`src/rtl/tik_countdown.sv`:
```
// Tick-driven countdown stage with load/edit/pause control and borrow/done outputs.
// Optional periodic mode: define TIK_COUNTDOWN_AUTO_RELOAD_EN to reload on expiry.
module tik_countdown #(
  parameter int MAX_COUNT = 100,
  parameter int WIDTH     = $clog2(MAX_COUNT),
  parameter int INIT_VAL  = 0
) (
  input  logic             clk,
  input  logic             rst_n,
  input  logic             clr,
  input  logic             load,
  input  logic [WIDTH-1:0] load_val,
  input  logic             start,
  input  logic             pause,
  input  logic             up,
  input  logic             dn,
  input  logic             i_tik,
  input  logic             i_zero_hi,
  output logic [WIDTH-1:0] o_time,
  output logic             o_zero,
  output logic             o_borrow,
  output logic             o_done,
  output logic             o_busy
);

  typedef enum logic [1:0] {
    IDLE  = 2'd0,
    RUN   = 2'd1,
    PAUSE = 2'd2,
    DONE  = 2'd3
  } state_e;

  localparam logic [WIDTH-1:0] MAX_M1  = WIDTH'(MAX_COUNT - 1);
  localparam logic [WIDTH:0]   MAX_EXT = (WIDTH+1)'(MAX_COUNT);
  localparam logic [WIDTH-1:0] INIT_V  = WIDTH'(INIT_VAL);

  state_e           state_q, state_d;
  logic [WIDTH-1:0] count_q, count_d;
  logic             borrow_q, borrow_d;
  logic             done_q, done_d;
  logic [WIDTH-1:0] load_sat;
  logic             edit;

`ifdef TIK_COUNTDOWN_AUTO_RELOAD_EN
  logic [WIDTH-1:0] reload_q, reload_d;
`endif

  assign load_sat = ({1'b0, load_val} >= MAX_EXT) ? MAX_M1 : load_val;
  assign edit     = load | dn | up;

  // Combinational so a chain of stages resolves "everything above me is zero" in one cycle.
  assign o_zero   = (count_q == '0) & i_zero_hi;
  assign o_time   = count_q;
  assign o_borrow = borrow_q;
  assign o_done   = done_q;
  assign o_busy   = (state_q == RUN);

  always_comb begin
    // NOTE: every signal written here gets a default first, so no path can infer a latch.
    state_d  = state_q;
    count_d  = count_q;
    borrow_d = 1'b0;
    done_d   = 1'b0;
`ifdef TIK_COUNTDOWN_AUTO_RELOAD_EN
    reload_d = reload_q;
`endif

    if (clr) begin
      state_d = IDLE;
      count_d = INIT_V;
`ifdef TIK_COUNTDOWN_AUTO_RELOAD_EN
      reload_d = INIT_V;
`endif
    end else if (state_q == RUN) begin
      // A tick arriving with pause is deliberately dropped.
      if (pause) begin
        state_d = PAUSE;
      end else if (i_tik) begin
        if (count_q != '0) begin
          count_d = count_q - 1'b1;
        end else if (!i_zero_hi) begin
          count_d  = MAX_M1;
          borrow_d = 1'b1;
        end else begin
          done_d = 1'b1;
`ifdef TIK_COUNTDOWN_AUTO_RELOAD_EN
          count_d = reload_q;
`else
          state_d = DONE;
`endif
        end
      end
    end else begin
      if (load) begin
        count_d = load_sat;
`ifdef TIK_COUNTDOWN_AUTO_RELOAD_EN
        reload_d = load_sat;
`endif
      end else if (dn) begin
        count_d = (count_q == '0) ? MAX_M1 : count_q - 1'b1;
      end else if (up) begin
        count_d = (count_q == MAX_M1) ? '0 : count_q + 1'b1;
      end else if (start && !o_zero) begin
        state_d = RUN;
      end
      if (edit && state_q == DONE) state_d = IDLE;
    end
  end

  // NOTE: sequential state uses non-blocking assignments only, so all flops update together.
  always_ff @(posedge clk or negedge rst_n) begin
    if (!rst_n) begin
      state_q  <= IDLE;
      count_q  <= INIT_V;
      borrow_q <= 1'b0;
      done_q   <= 1'b0;
    end else begin
      state_q  <= state_d;
      count_q  <= count_d;
      borrow_q <= borrow_d;
      done_q   <= done_d;
    end
  end

`ifdef TIK_COUNTDOWN_AUTO_RELOAD_EN
  always_ff @(posedge clk or negedge rst_n) begin
    if (!rst_n) reload_q <= INIT_V;
    else        reload_q <= reload_d;
  end
`endif

endmodule

```
`config.mk`:
```
export PLATFORM = sky130hd
export DESIGN_NAME = tik_countdown
export DESIGN_NICKNAME = d
export VERILOG_FILES = /design/src/rtl/tik_countdown.sv
export SDC_FILE = /design/constraint.sdc
export NUM_CORES = 1
export LEC_CHECK = 0
export BUFFER_PORTS_ARGS = -buffer_cell sky130_fd_sc_hd__buf_2
export CAP_MARGIN = 20
export CORE_ASPECT_RATIO = 0.7
export CORE_UTILIZATION = 46
export CTS_BUF_LIST = sky130_fd_sc_hd__clkbuf_2
export DETAILED_ROUTE_END_ITERATION = 6
export GPL_ROUTABILITY_DRIVEN = 0
export PLACE_DENSITY_LB_ADDON = 0.15
export SLEW_MARGIN = 10
export SYNTH_ARGS = -nofsm -noshare
export SYNTH_HDL_FRONTEND = slang
export SYNTH_SLANG_ARGS = --single-unit
```
`constraint.sdc`:
```
create_clock -name clk -period 2.2 [get_ports clk]
set_input_delay 0.22 -clock clk [delete_from_list [all_inputs] [get_ports clk]]
set_output_delay 0.22 -clock clk [all_outputs]
set_load 0.02 [all_outputs]
```
**Word level (Yosys, flattened, before mapping)**

Cells that the tools add are included.

- Bits in latches: 0
- Memories kept: 0
- Memory bits (read-only): 0
- Logic and storage cells: 66
- Bits in registers: 11
- Bits in writable memories: 0
- Bits of input ports: 17

- $add $sub $neg: 2
- Reduce and logical (&&, ||, !) cells: 9
- Mux-type cells: 35
- $lt $le $gt $ge: 1
- Equal/unequal tests: 12
- $mul: 0
- Bitwise gates (word level): 3
- Shift operators: 0
- Divide/modulo/power cells: 0

Operators with widths:

| kind | count |
|---|---|
| 2-to-1 mux 7 bit | 12 |
| 2-to-1 mux 2 bit | 11 |
| 2-to-1 mux 1 bit | 12 |
| inequality test 4 x 2 -> 1 bit (second input constant) | 3 |
| inequality test 4 bit (second input constant) | 3 |
| adder 7 x 1 -> 7 bit (second input constant) | 1 |
| equality test 7 bit (second input constant) | 1 |
| >= comparator 7 bit (second input constant) | 1 |
| zero test 7 bit | 1 |
| AND reduction 7 bit | 1 |
| nonzero test 7 bit | 1 |
| subtractor 7 x 1 -> 7 bit (second input constant) | 1 |
| inequality test 3 bit (second input constant) | 2 |
| nonzero test 5 bit | 1 |
| inequality test 4 x 3 -> 1 bit (second input constant) | 1 |
| AND reduction 4 bit | 1 |
| nonzero test 4 bit | 1 |
| equality test 2 x 1 -> 1 bit (second input constant) | 1 |
| equality test 2 bit (second input constant) | 1 |
| logical AND 1 bit | 2 |
| OR 1 bit | 2 |
| bitwise AND 1 bit | 1 |
| zero test 1 bit | 1 |

**Longest topological paths before layout**

- Depth after elaboration: 11
- Depth in mapped cells: 7

**Least setup slack after synthesis**

OpenSTA, ideal clock, no wires.

- Path kind: register -> register
- Start: register count_q[4], in the netlist o_time[4]
- End: register count_q[5], in the netlist o_time[5]
- Arrival time: 1,813 ps
- Period minus slack after synthesis: 1,934 ps
- Data required time: 2,079 ps
- Cell stages (with the launch flop): 7
- Setup time: 121 ps
- Slack: 266 ps
- Buffers on the path: 2
- Cell sequence: dfrtp_1 > buf_6 > nor4_4 > nand4_2 > a311o_1 > buf_6 > a22o_1

- Word-level cells in the longest chain between the ends: 7
- Elaborated cells between the ends (all ways): 17

RTL lines:

| what | RTL line | source |
|---|---|---|
| start, declared | 38 | `logic [WIDTH-1:0] count_q, count_d;` |
| start signal, assigned | 119 | `count_q <= count_d;` |
| adder 7 x 1 -> 7 bit / equality test 7 bit (equally long branches) | 102 | `count_d = (count_q == MAX_M1) ? '0 : count_q + 1'b1;` |
| 2-to-1 mux 7 bit | 102 |  |
| 2-to-1 mux 7 bit | 101 | `end else if (up) begin` |
| 2-to-1 mux 7 bit | 99 | `end else if (dn) begin` |
| 2-to-1 mux 7 bit | 94 | `if (load) begin` |
| 2-to-1 mux 7 bit | 74 | `end else if (state_q == RUN) begin` |
| 2-to-1 mux 7 bit | 68 | `if (clr) begin` |

Several ways; a longest one is shown, not always the timed one. The select of a mux whose other input is x is not followed.
A chain may end at the register's enable or synchronous reset.

**Worst setup path in the final report**

- Start: register count_q[3], in the netlist o_time[3]
- End: register count_q[6], in the netlist o_time[6]

The elaborated chain is that of the path after synthesis.

==> flow_summary.toml <==
[status]
status = "completed"

[setup_path]
path_max_fanout = 13
crit_path_cell_trace = "nor4_4 > nand4_2 > a311o_2 > nand3_1 > o2111ai_1"
end_kind = "flip-flop"
cp.arrival_ns = 2.14
cpPeakStageDelay_ns = 0.54
crit_required_ns = 2.34
cp_slowest_cell = "dfrtp_1"
cp-start-kind = "flip-flop"
criticalPathCategory = "reg -> reg"
reg2reg_depth = 5

[pwr]
finalPower_mw = 0.8149
ir_worst_vdd_v = 0.0002072
p_comb_share_pct = 47.9
p_clk_share_pct = 15.2
seq_power_share_pct = 36.9
p_leak_nw = 0.5480
swShare_pct = 46.97
p_per_area_nw_per_um2 = 660.6
intPower_mw = 0.4321
power_switching_mw = 0.3828

[cells_and_area]
diodes = 0
ff_latch_area_sq_um = 275.3
final_net_count = 185
syn_to_final_growth_pct = 14.92
layout-drive-gt1-share_pct = 21.95
nFillCells = 230
multi_input_area_sq_um = 708.2
utilization_pct = 56.80
design_area_sq_um = 1234

[hold_path]
hold_depth = 2
hold_path.class = "in -> reg"

[cts]
cts_inserted_buffers = 3
root_buffer = "clkbuf_2"
path_clk_slew_ns = 0.13
cts.sinks = 11
clk_latency_ns = 0.27
cts_buffer_depth = 2
htree_num_levels = 1
cts_tree = "done"

[route]
drc = 0
vias_per_cell = 5.995
drt_iter0_drc = 73
post_drt_wl_per_cell_um = 15.23
num_vias = 1175
drt_first_pass_iters = 4
routed_wl_mm = 2.985
ant_nets = 0

[logic_synthesis]
synth.largest_area_cell = "dfrtp_1"
synth_seq_cells = 11
async_reset_ff_share_pct = 100.0
synth_warnings = 0
syn_avg_cell_area_sq_um = 7.723
synth_most_common_cell = "nand2_1"
synthTopCellsByCount = "nand2_1 (12), dfrtp_1 (11), inv_1 (10), o21ai_0 (10), nor2_1 (9)"
yosys.cell_types.count = 42
synth_top_area_share_pct = 25.64
synthFlopType = "dfrtp_1"
netlist_area_sq_um = 1074
synth_edf_count = 0
ys_seq_area_share_pct = 25.64
yosys-top-cells-area = "dfrtp_1 (26%), o21ai_0 (4.7%), nand2_1 (4.2%)"
postSynthCellCount = 139
synthesis.nets = 159

[global_routing]
grt_pass1_wl_mm = 4.802
antenna_found_initial = 0
track_usage_pct = 25.47
grt_pass1_vias = 1035
grt_max_degree = 14
gr-usage-met1_pct = 37.98
grt_util_met3_pct = 6.173
grt-busiest-layer = "met1"
grt.overflow.total = 0
grtUsageMet2_pct = 36.44

[floorplanning]
core_area_sq_um = 2172
rows = 14
start_util_pct = 49.42
die_x_um = 59.74
die_h_um = 42.42
io_pins = 28
fp.dieArea_sq_um = 2534

[sta]
finalCriticalPeriod_ns = 2.003
fin_crit_sh_pct = 91.06
clock-skew-final_ns = 0.01077
relSlewSlack_pct = 73.90
tns_ns = 0
fmax_ghz = 0.4992
tightest_slew_ns = 0.3865
rsz0062_at_grt = "no"
final_max_slew_viol_count = 0
setup_viol = 0
finalWorstSetupSlack_ns = 0.1966
hold_viol_final = 0

[job]
cap_violations = 0

[placement]
placed_area_sq_um = 1202
dp_slack_ns = 0.1715
place.port_buffers = 27
hpwl_mm = 2.344
## cell type report
class	count	area share (%)
Inverter	10	3.043
Tap cell	32	3.245
Multi-Input combinational cell	110	57.40
Clock buffer	4	1.623
Timing Repair Buffer	29	12.37
Sequential cell	11	22.31
## sequential cells by signal, indices dropped and copies added, names as in the netlist
register  count
o_borrow      1
state_q       2
o_done        1
o_time        7
## metrics by stage
stage               hold slack [ns]  cells
finish                       0.1429    196
global route                 0.1288    196
CTS                          0.1398    196
detailed placement           0.1126    191
global placement             0.1069    191
floorplan                  -0.07559    139
## routing by layer
| metal | vias up | share of wire, % |
|---|---|---|
| met4 | 0 | 0 |
| met5 | - | 0 |
| met2 | 63 | 42 |
| met1 | 540 | 48 |
| li1 | 572 | - |
| met3 | 0 | 9.8 |
## path summary, 6_finish.rpt
path,startpoint,to,slack [ns]
max in group asynchronous,rst_n,state_q[1],1.64
setup reg to reg,o_time[3],o_time[6],0.20
setup / recovery,o_time[3],o_time[6],0.20
min in group asynchronous,rst_n,o_time[4],0.34
hold / removal,i_zero_hi,o_borrow,0.14
hold reg to reg,state_q[0],state_q[0],0.59
## power by group through the flow
stage	sequential, mW	combinational, mW	clock, mW
after floorplan	0.292	0.296	0
after global placement	0.298	0.380	0
after detailed placement	0.303	0.383	0
after CTS	0.299	0.386	0.125
after global routing	0.307	0.428	0.134
final	0.301	0.391	0.123
## cells in the final DEF, fill, tap and decap left out, types with 3 or more instances in the layout
| cell | instances |
|---|---|
| nor3_1 | 8 |
| nand2_1 | 12 |
| inv_1 | 10 |
| ha_1 | 3 |
| nand3_1 | 8 |
| a21oi_1 | 5 |
| clkbuf_2 | 4 |
| xor2_1 | 3 |
| o22ai_1 | 3 |
| dfrtp_1 | 11 |
| o2111ai_1 | 4 |
| or3_1 | 3 |
| nor2_1 | 9 |
| a211oi_1 | 3 |
| a31oi_1 | 4 |
| o211ai_1 | 4 |
| nand2b_1 | 6 |
| o21ai_0 | 10 |
| buf_2 | 27 |
## kinds of logic (layout without fill, tap and decap cells)
kind of cell	count (synthesis)	count (layout)	share of synthesized area [%]
compound gates	44	44	27.74
xor+xnor	5	5	4.080
mux	2	2	1.865
fa+ha+maj	3	3	3.497
buf+inv	18	43	8.507
flops	11	11	25.64
simple gates	56	56	28.67
## worst max-delay path, delay by kind of cell, from the launching register on
kind | cells | cell delay (ns)
flip-flops | 1 | 0.54
AND/OR/NAND/NOR | 3 | 0.71
AO/OA/AOI/OAI | 2 | 0.62
## timing repair
action,4_1_cts,5_1_grt
setup buffers,0,0
hold buffers,1,0
resized for setup,0,1
endpoints found under the hold margin,11,0
setup endpoints to repair,0,1
Power figures use the tool's default switching activity.
